$ cat src/rtl/vga_pkg.sv
// vga_pkg: default 800x600@60 Hz timing constants shared by the raster timing block.
package vga_pkg;

    localparam int H_ACTIVE = 800;
    localparam int H_FP     = 40;
    localparam int H_SYNC   = 128;
    localparam int H_BP     = 88;
    localparam int V_ACTIVE = 600;
    localparam int V_FP     = 1;
    localparam int V_SYNC   = 4;
    localparam int V_BP     = 23;

    localparam int H_TOTAL  = H_ACTIVE + H_FP + H_SYNC + H_BP;
    localparam int V_TOTAL  = V_ACTIVE + V_FP + V_SYNC + V_BP;
    localparam int COUNT_W  = 11;

endpackage

$ cat src/rtl/vga_axis_counter.sv
// vga_axis_counter: one raster axis; wrap counter with blank/sync flags registered
// from the next count so flags never lag the count they describe.
module vga_axis_counter
    import vga_pkg::*;
#(
    parameter int TOTAL      = H_TOTAL,
    parameter int ACTIVE     = H_ACTIVE,
    parameter int SYNC_START = H_ACTIVE + H_FP,
    parameter int SYNC_END   = H_ACTIVE + H_FP + H_SYNC
) (
    input  logic               pclk,
    input  logic               rst,
    input  logic               en,
    output logic [COUNT_W-1:0] count,
    output logic               blank,
    output logic               sync,
    output logic               wrap
);

    localparam logic [COUNT_W-1:0] LAST = COUNT_W'(TOTAL - 1);
    // One extra bit so bounds equal to 2048 still compare correctly.
    localparam logic [COUNT_W:0] ACT_B = (COUNT_W + 1)'(ACTIVE);
    localparam logic [COUNT_W:0] SS_B  = (COUNT_W + 1)'(SYNC_START);
    localparam logic [COUNT_W:0] SE_B  = (COUNT_W + 1)'(SYNC_END);

    logic [COUNT_W-1:0] nxt;
    logic [COUNT_W:0]   nxt_x;

    always_comb begin
        wrap  = en && count == LAST;
        nxt   = wrap ? '0 : en ? count + 1'b1 : count;
        nxt_x = {1'b0, nxt};
    end

    always_ff @(posedge pclk or posedge rst) begin
        if (rst) begin
            count <= '0;
            blank <= 1'b0;
            sync  <= 1'b0;
        end else begin
            count <= nxt;
            blank <= nxt_x >= ACT_B;
            sync  <= nxt_x >= SS_B && nxt_x < SE_B;
        end
    end

endmodule

$ cat src/rtl/vga_timing.sv
// vga_timing: VGA raster counters, sync/blank flags and frame strobe.
// frame_start is generated only when VGA_TIMING_FRAME_STROBE_EN is defined; otherwise tied low.
module vga_timing
    import vga_pkg::*;
#(
    parameter int H_ACTIVE = vga_pkg::H_ACTIVE,
    parameter int H_FP     = vga_pkg::H_FP,
    parameter int H_SYNC   = vga_pkg::H_SYNC,
    parameter int H_BP     = vga_pkg::H_BP,
    parameter int V_ACTIVE = vga_pkg::V_ACTIVE,
    parameter int V_FP     = vga_pkg::V_FP,
    parameter int V_SYNC   = vga_pkg::V_SYNC,
    parameter int V_BP     = vga_pkg::V_BP
) (
    input  logic               pclk,
    input  logic               rst,
    output logic [COUNT_W-1:0] hcount,
    output logic [COUNT_W-1:0] vcount,
    output logic               hblnk,
    output logic               vblnk,
    output logic               hsync,
    output logic               vsync,
    output logic               frame_start,
    output logic [15:0]        xdim,
    output logic [15:0]        ydim
);

    localparam int HT = H_ACTIVE + H_FP + H_SYNC + H_BP;
    localparam int VT = V_ACTIVE + V_FP + V_SYNC + V_BP;

    if (HT > 2048 || VT > 2048) begin : g_bad_total
        $error("vga_timing: H_TOTAL/V_TOTAL exceed 11-bit counter range");
    end

    logic h_wrap;
    logic v_wrap;

    assign xdim = 16'(HT);
    assign ydim = 16'(VT);

    vga_axis_counter #(
        .TOTAL      (HT),
        .ACTIVE     (H_ACTIVE),
        .SYNC_START (H_ACTIVE + H_FP),
        .SYNC_END   (H_ACTIVE + H_FP + H_SYNC)
    ) u_h (
        .pclk  (pclk),
        .rst   (rst),
        .en    (1'b1),
        .count (hcount),
        .blank (hblnk),
        .sync  (hsync),
        .wrap  (h_wrap)
    );

    vga_axis_counter #(
        .TOTAL      (VT),
        .ACTIVE     (V_ACTIVE),
        .SYNC_START (V_ACTIVE + V_FP),
        .SYNC_END   (V_ACTIVE + V_FP + V_SYNC)
    ) u_v (
        .pclk  (pclk),
        .rst   (rst),
        .en    (h_wrap),
        .count (vcount),
        .blank (vblnk),
        .sync  (vsync),
        .wrap  (v_wrap)
    );

`ifdef VGA_TIMING_FRAME_STROBE_EN
    // v_wrap is the last pixel of the frame, so the strobe lands on the wrapped (0,0).
    always_ff @(posedge pclk or posedge rst) begin
        if (rst) frame_start <= 1'b0;
        else     frame_start <= v_wrap;
    end
`else
    logic unused_v_wrap;
    assign unused_v_wrap = v_wrap;
    assign frame_start   = 1'b0;
`endif

endmodule

$ cat config.mk
export PLATFORM = sky130hd
export DESIGN_NAME = vga_timing
export DESIGN_NICKNAME = d
export VERILOG_FILES = /design/src/rtl/vga_pkg.sv /design/src/rtl/vga_axis_counter.sv /design/src/rtl/vga_timing.sv
export SDC_FILE = /design/constraint.sdc
export NUM_CORES = 1
export LEC_CHECK = 0
export CAP_MARGIN = 20
export CORE_UTILIZATION = 46
export CTS_CLUSTER_DIAMETER = 120
export DETAILED_ROUTE_END_ITERATION = 7
export HOLD_SLACK_MARGIN = 0.1
export PLACE_DENSITY = 0.8
export SLEW_MARGIN = 20
export SYNTH_ARGS = -nofsm -noshare
export SYNTH_HDL_FRONTEND = slang
export SYNTH_SLANG_ARGS = --single-unit
$ cat constraint.sdc
create_clock -name pclk -period 2.5 [get_ports pclk]
set_input_delay 0.25 -clock pclk [delete_from_list [all_inputs] [get_ports pclk]]
set_output_delay 0.25 -clock pclk [all_outputs]
set_load 0.02 [all_outputs]
Word level (Yosys, flattened, before mapping). Index checks and enable logic that the tools add are counted.

Muxes and demuxes: 3. $lt $le $gt $ge: 6. Reduce and logical (&&, ||, !) cells: 3. Equality and inequality tests: 2. Add/subtract/negate cells: 2.

Operators with widths (count): 11-bit by 10-bit >= comparator with 1-bit output, second input constant (4); 11-bit two-way mux (3); 11-bit by 1-bit adder with 11-bit output, second input constant (2); 11-bit by 10-bit less-than comparator with 1-bit output, second input constant (2); 11-bit by 10-bit == test with 1-bit output, second input constant (1); 11-bit == test, second input constant (1); 1-bit logical AND (3).

Register bits after elaboration: 26.

Depth between registers and ports, before layout. Gate-level depths: netlist of run 1.

Word-level depth: 5. Gate-level depth with buffers: 9.

Modules after synthesis. From an unflattened synthesis of run 1, not the netlist that was laid out.

Cells, all modules: 193. Area, all modules: 1820.5 sq um.

Modules (own cells, without submodules): vga_axis_counter (u_v) (cells each 82, sequential area each 325.3 sq um, area each 790.8 sq um, times used 1); vga_axis_counter (u_h) (cells each 76, sequential area each 325.3 sq um, area each 774.5 sq um, times used 1); vga_timing (cells each 35, sequential area each 0.0 sq um, area each 255.2 sq um, times used 1).

Worst setup path before layout of run 1. OpenSTA, ideal clock, no wires.

Kind: register to register. Start: register u_v.count[0]. End: register u_v.blank. Data required time: 2360 ps. Path slack: 384 ps. Arrival: 1975 ps. Stages on the path, launching flop included: 7. Path through: dfrtp_1 > ha_1 > or3b_1 > nor3_4 > nor4_1 > nor4_1 > a32oi_1.

Cells in the longest elaborated chain, start to end: 4. Elaborated cells on any way between the ends: 6.

Ends and longest elaborated chain: start, declared (line vga_axis_counter.sv:14) `output logic [COUNT_W-1:0] count,`; start signal, assigned (line vga_axis_counter.sv:41) `count <= nxt;`; 11-bit by 1-bit adder with 11-bit output / 11-bit by 10-bit == test with 1-bit output (equally long branches) (line vga_axis_counter.sv:31, vga_axis_counter.sv:30); 11-bit two-way mux / 1-bit logical AND (equally long branches) (line vga_axis_counter.sv:31, vga_axis_counter.sv:30); 11-bit two-way mux * (line vga_axis_counter.sv:31) `nxt = wrap ? '0 : en ? count + 1'b1 : count;`; 11-bit by 10-bit >= comparator with 1-bit output * (line vga_axis_counter.sv:42) `blank <= nxt_x >= ACT_B;`; end signal, assigned (line vga_axis_counter.sv:38) `blank <= 1'b0;`; end signal, assigned (line vga_axis_counter.sv:42); end, declared (line vga_axis_counter.sv:15) `output logic blank,`.

Every way passes the cells marked *; elsewhere a longest branch is shown, timed or not.

Worst setup path in the final report of run 1. Ends and elaborated chain as after synthesis.

==> results of run 1 <==
## kinds of logic (layout without fill, tap and decap cells)
logic type / count (synthesis) / after routing
DFF: 26 / 26
and+or+nand+nor: 71 / 71
muxes: 3 / 3
adders and majority gates: 2 / 2
buffers and inverters: 49 / 39
other: 2 / 33
AOI/OAI and AO/OA: 32 / 32
xor gates and xnor gates: 13 / 13
## how the worst min path moves through the flow
stage / endpoint / slack, ps / depth (start not counted)
2_1_floorplan: u_h.blank / 290 / 1
3_3_place_gp: u_h.count[0] / 490 / 1
3_5_place_dp: u_h.count[0] / 500 / 1
4_1_cts: u_h.count[8] / 330 / 3
5_1_grt: u_h.count[8] / 370 / 3
6_report: u_h.count[8] / 320 / 3
## sequential cells by signal, indices dropped and copies added (netlist names)
| name | flops |
|---|---|
| u_h.count | 11 |
| u_v.sync | 1 |
| u_h.sync | 1 |
| u_v.blank | 1 |
| u_h.blank | 1 |
| u_v.count | 11 |
## routing by layer
metal | GRT usage (%) | vias up
li1 | - | 680
met1 | 23.6 | 632
met2 | 27.0 | 67
met3 | 1.94 | 7
met4 | 8.70 | 0
met5 | 0 | -
## timing repair
| action | in CTS | in global routing |
|---|---|---|
| gates resized for setup | 0 | 1 |
| endpoints found under the setup margin | 0 | 1 |
| buffers inserted | 0 | 0 |
## through the flow
| stage | hold slack, ps | instance area [sq um] | setup slack [ps] | utilization [%] | instances |
|---|---|---|---|---|---|
| floorplan | 290 | 1940 | 384 | - | 229 |
| CTS | 332 | 2040 | 147 | 54.5 | 267 |
| finish | 319 | 2040 | 171 | 54.6 | 267 |
| global route | 374 | 2040 | 12.9 | 54.6 | 267 |
| detailed placement | 502 | 1970 | 210 | 52.6 | 263 |
| global placement | 491 | 1970 | 201 | 52.6 | 263 |
## worst register-to-register path: cells and delay by family (launching register included)
kind | cells | cell delay (ps)
fa+ha+maj | 1 | 290
flops | 1 | 460
simple gates | 4 | 1300
compound gates | 1 | 160
## cell usage in the layout, fill, tap and decap left out, types with 2 or more instances in the layout
cell,count
conb_1,33
clkdlybuf4s50_1,27
dfrtp_1,26
nor2_1,14
nand2_1,11
nand3_1,9
o21ai_0,9
xnor2_1,8
inv_1,7
nor3_1,6
nand4_1,5
xor2_1,5
and3_1,5
a21oi_1,5
nand2b_1,3
o31ai_1,3
a31oi_1,3
nor4_1,3
clkbuf_8,3
nand3_2,2
mux2_2,2
nor4b_1,2
a211o_1,2
o211ai_1,2
nor4bb_1,2
## layout make-up
cell class | count | area, sq um | area share, %
multi-input cells | 154 | 957 | 46.8
flip-flops and latches | 26 | 651 | 31.8
well taps | 48 | 60.1 | 2.94
clock inverters | 1 | 30.0 | 1.47
clock buffers | 3 | 41.3 | 2.02
inverters | 7 | 26.3 | 1.29
repair buffers | 28 | 278 | 13.6
## where the power goes
part / total, mW / switching (mW) / internal, mW
registers: 0.420 / 0 / 0.420
clock network: 0.356 / 0.142 / 0.215
logic: 0.0541 / 0.0516 / 0.00251
==> reports/metrics.cfg, run 1 <==
[yosys]
synth_edf_count = 0
ys_seq_elements = 26
ys_seq_area_share_pct = 35.6
yosys-mux-area-fraction_pct = 1.78
yosysWarnings = 0
syn_area_sq_um = 1830
synth_top_area_cell = dfrtp_1
synthCells = 198
synthTopCellsByArea = dfrtp_1 (36%), buf_4 (14%), xnor2_1 (3.8%), nor2_1 (2.9%), nand3_1 (2.5%)
yosysMostFrequentCell = buf_4
synth-compound-area-share_pct = 11.9
yosysTopAreaCellShare_pct = 35.6
yosys.area_share.simple_pct = 24.2
synth_cell_type_count = 46
async_reset_ff_share_pct = 100
ys.flop_type = dfrtp_1
synth_fa_ha_area_share_pct = 1.37
synth_top_family_by_area = simple AND/OR/NAND/NOR gates
synth-xor-area-share_pct = 6.23
avgSynthCellArea_sq_um = 9.23
synth_commonest_cells = buf_4 (34), dfrtp_1 (26), nor2_1 (14)

[outcome]
status = finished, final reports clean

[grt]
grt_start_max_net_pins = 27
grt_pass1_wl_um = 5590
grt_pass1_vias = 1204
antenna_found_initial = 0
grt_util_all_layers_pct = 17.3
overflow = 0

[place]
dpl.hpwl_um = 2390
port-buffer-count = 27
finalWeightedCongestion = 0.877

[hold_path]
hp-class = in2async

[clock_tree]
cts_buffer_depth = 2
clk_pin_slew_ps = 90
h-tree-depth = 1
clock_sinks = 26
clk_latency_ps = 280
cts_made_buffers = 3
clockRootBuffer = clkbuf_8
cts_tree = yes
cts_hold_buf = 0

[die]
start_util_pct = 48.8
die_w_um = 65.0
core_area_sq_um = 3740
dieArea_sq_um = 4230
num_rows = 22
die_y_um = 65.0
io_pins = 61

[critical_path]
critPathKind = reg2reg
slowest_delay_ps = 460
arrival_ps = 2480
worst_setup_path_start_kind = flop
cpMaxStageDelayCell = dfrtp_1
crit_cells = 6
cp.required_ps = 2650
reg2reg_from = u_v.count[0]
crit_path_end = u_v.blank
worst-path-buf-inv = 0
r2r_cells = 6
cp_common_cell = nor4_1
cp_max_fo = 8
path_cells = ha_2, or3b_1, nor3_4, nor4_1, nor4_1, a32oi_1
cp-end-kind = flop
path_delay_family = simple AND/OR/NAND/NOR gates
r2r_slack_ps = 170
crit_start = u_v.count[0]
regToRegEndpoint = u_v.blank

[sta]
grt_setup_unrepaired = false
tns_ps = 0
finalCritPeriodShare_pct = 93.2
max_slew.worst_pin.slew_ps = 558
period_needed_ps = 2330
fmax_mhz = 429
final_max_slew_viol_count = 0
finClkSkew_ps = 1.59
finalHoldViolCount = 0
max-slew-margin-rel_pct = 62.8
setup_violations = 0

[power]
pwr_density_cell_nw_per_um2 = 407
power_mw = 0.831
cellLeakagePower_nw = 0.888
peakVddDrop_mv = 0.176

[job]
drv_cap = 0

[detailed_routing]
vias = 1386
avgViaCountPerCell = 5.19
avgRoutedWirePerCell_um = 12.3
routed.top_layer = met4
wl_met2_um = 1510
first_pass_iters = 4
drtIter0Drc = 70
wl_um = 3280
m1WireLength_um = 1500
wl_met3_um = 187
drc = 0
antenna_left = 0

[layout]
antennaDiodeCount = 0
final_nets = 224
area_delta_synth_final_pct = 11.8
final.fill_count = 356
drive_above_1_share_pct = 9.13

(Power assumes the default switching activity.)
==> run 2, diff against run 1 <==
CORE_UTILIZATION = 63   (was 46)
DONT_BUFFER_PORTS = 1   (was not set)
PLACE_DENSITY = 0.79   (was 0.8)
SLEW_MARGIN = 10   (was 20)
==> reports/metrics.cfg, run 2 (synthesis results as in run 1) <==
[clock_tree]
clk_pin_slew_ps = 150  ; was 90 ps
cts_tree = yes  ; unchanged
cts_made_buffers = 3  ; unchanged
clock_sinks = 26  ; unchanged
clk_latency_ps = 330  ; was 280 ps
clockRootBuffer = clkbuf_4  ; was clkbuf_8
cts_buffer_depth = 2  ; unchanged
h-tree-depth = 1  ; unchanged

[die]
core_area_sq_um = 2760  ; was 3740 sq um
io_pins = 61  ; unchanged
die_y_um = 55.8  ; was 65.0 um
start_util_pct = 66.2  ; was 48.8%
num_rows = 19  ; was 22
dieArea_sq_um = 3120  ; was 4230 sq um
die_w_um = 55.8  ; was 65.0 um

[sta]
max-slew-margin-rel_pct = 60.5  ; was 62.8%
final_max_slew_viol_count = 0  ; unchanged
tns_ps = 0  ; unchanged
fmax_mhz = 437  ; was 429 MHz
finalCritPeriodShare_pct = 91.6  ; was 93.2%
setup_violations = 0  ; unchanged
period_needed_ps = 2290  ; was 2330 ps
finalHoldViolCount = 0  ; unchanged
timing.final.ws_setup_ps = 210  ; was 171 ps
grt_setup_unrepaired = false  ; unchanged
finClkSkew_ps = 10.0  ; was 1.59 ps
max_slew.worst_pin.slew_ps = 584  ; was 558 ps
holdWs_ps = 272  ; was 319 ps

[power]
peakVddDrop_mv = 0.380  ; was 0.176 mV
p_sw_share_pct = 23.7  ; was 23.3%
power_frac_comb_pct = 7.6  ; was 6.5%
p_int_mw = 0.588  ; was 0.637 mW
clkPwrFrac_pct = 37.9  ; was 42.9%
power_switching_mw = 0.183  ; was 0.193 mW
pwr-share-seq_pct = 54.5  ; was 50.6%
pwr_density_cell_nw_per_um2 = 416  ; was 407 nW/um^2
cellLeakagePower_nw = 0.864  ; was 0.888 nW

[grt]
antenna_found_initial = 0  ; unchanged
overflow = 0  ; unchanged
grt_start_max_net_pins = 27  ; unchanged
grt_util_all_layers_pct = 23.7  ; was 17.3%
grt_pass1_wl_um = 5850  ; was 5590 um
grt_pass1_vias = 1290  ; was 1204

[detailed_routing]
first_pass_iters = 5  ; was 4
wl_um = 3610  ; was 3280 um
antenna_left = 0  ; unchanged
avgRoutedWirePerCell_um = 15.3  ; was 12.3 um
drtIter0Drc = 51  ; was 70
drc = 0  ; unchanged
vias = 1394  ; was 1386
avgViaCountPerCell = 5.91  ; was 5.19

[hold_path]
hp-class = in2async  ; unchanged

[critical_path]
cp-end-kind = flop  ; unchanged
cp_max_fo = 11  ; was 8
r2r_slack_ps = 210  ; was 170 ps
critPathKind = reg2reg  ; unchanged
reg2reg_from = u_h.count[0]  ; was u_v.count[0]
arrival_ps = 2540  ; was 2480 ps
cp.required_ps = 2750  ; was 2650 ps
r2r_cells = 6  ; unchanged
worst_setup_path_start_kind = flop  ; unchanged
regToRegEndpoint = u_v.sync  ; was u_v.blank

[place]
dp_slack_ps = 181  ; was 210 ps
port-buffer-count = 0  ; was 27
finalWeightedCongestion = 0.918  ; was 0.877
dpl.hpwl_um = 2680  ; was 2390 um

[layout]
mostFrequentLayoutCells = conb_1 (33), dfrtp_1 (26), nor2_1 (14)  ; was conb_1 (33), clkdlybuf4s50_1 (27), dfrtp_1 (26)
top_regs = u_h.count x11, u_v.count x11  ; unchanged
antennaDiodeCount = 0  ; unchanged
final_nets = 210  ; was 224
area_delta_synth_final_pct = 1.37  ; was 11.8%
drive_above_1_share_pct = 15.6  ; was 9.13%
final_common_cell = conb_1  ; unchanged

[outcome]
status = finished, final reports clean  ; unchanged

[job]
drv_cap = 0  ; unchanged

run 2: changes by cell type in the layout (fill, tap and decap cells not counted), sizes merged:
cell	previous run	this run
dlygate4sd3	0	1
buf	1	13
clkdlybuf4s50	27	0
run 2: final cells by class:
type | count | area, sq um
clock buffers | 3 | 22.5
multi-input cells | 154 | 956
fillers | 227 | 906
well taps | 31 | 38.8
clock inverters | 1 | 30.0
flip-flops and latches | 26 | 651
repair buffers | 14 | 128
inverters | 7 | 26.3
run 2: worst max-delay path by stage:
stage,start,endpoint,slack [ps],cells after the start
4_1_cts,u_h.count[0],u_v.sync,170,6
5_1_grt,u_h.count[0],u_v.sync,80,6
3_5_place_dp,u_h.count[0],u_v.sync,180,6
6_report,u_h.count[0],u_v.sync,210,6
3_3_place_gp,u_h.count[0],u_v.sync,290,6
2_1_floorplan,u_v.count[0],u_v.blank,380,6
run 2: per-stage QoR:
stage	utilization, %	cells	instance area [sq um]	power [mW]
detailed placement	63.8	230	1760	0.480
global placement	63.8	230	1760	0.480
finish	67.2	236	1850	0.771
global route	67.2	236	1850	0.794
floorplan	-	229	1940	0.517
CTS	66.1	235	1820	0.771
run 2: worst max-delay path, cell delays in order, from the launching register on:
cell      delay [ps]
dfrtp_1          540
ha_1             300
and4_4           290
nand3_2          220
o31a_2           440
a211oi_2         220
nor4b_2          210
run 2: power groups by stage:
stage / clock (mW) / combinational, mW / sequential (mW)
after floorplan: 0 / 0.0888 / 0.429
after global placement: 0 / 0.0510 / 0.429
after detailed placement: 0 / 0.0515 / 0.429
after CTS: 0.298 / 0.0526 / 0.421
after global routing: 0.311 / 0.0629 / 0.421
final: 0.292 / 0.0585 / 0.421
run 2: what timing repair did:
item | CTS | global route
buffers inserted | 0 | 0
endpoints found under the setup margin | 0 | 2
endpoints found under the hold margin | 26 | 0
gates resized for setup | 0 | 1
hold buffers | 1 | 0
run 2: per-layer routing:
metal	routed length (um)	global-route usage, %	vias up
met5	0	0	-
met4	74	7.67	0
met3	257	3.72	6
met2	1850	42.3	85
met1	1430	29.3	652
li1	-	-	651
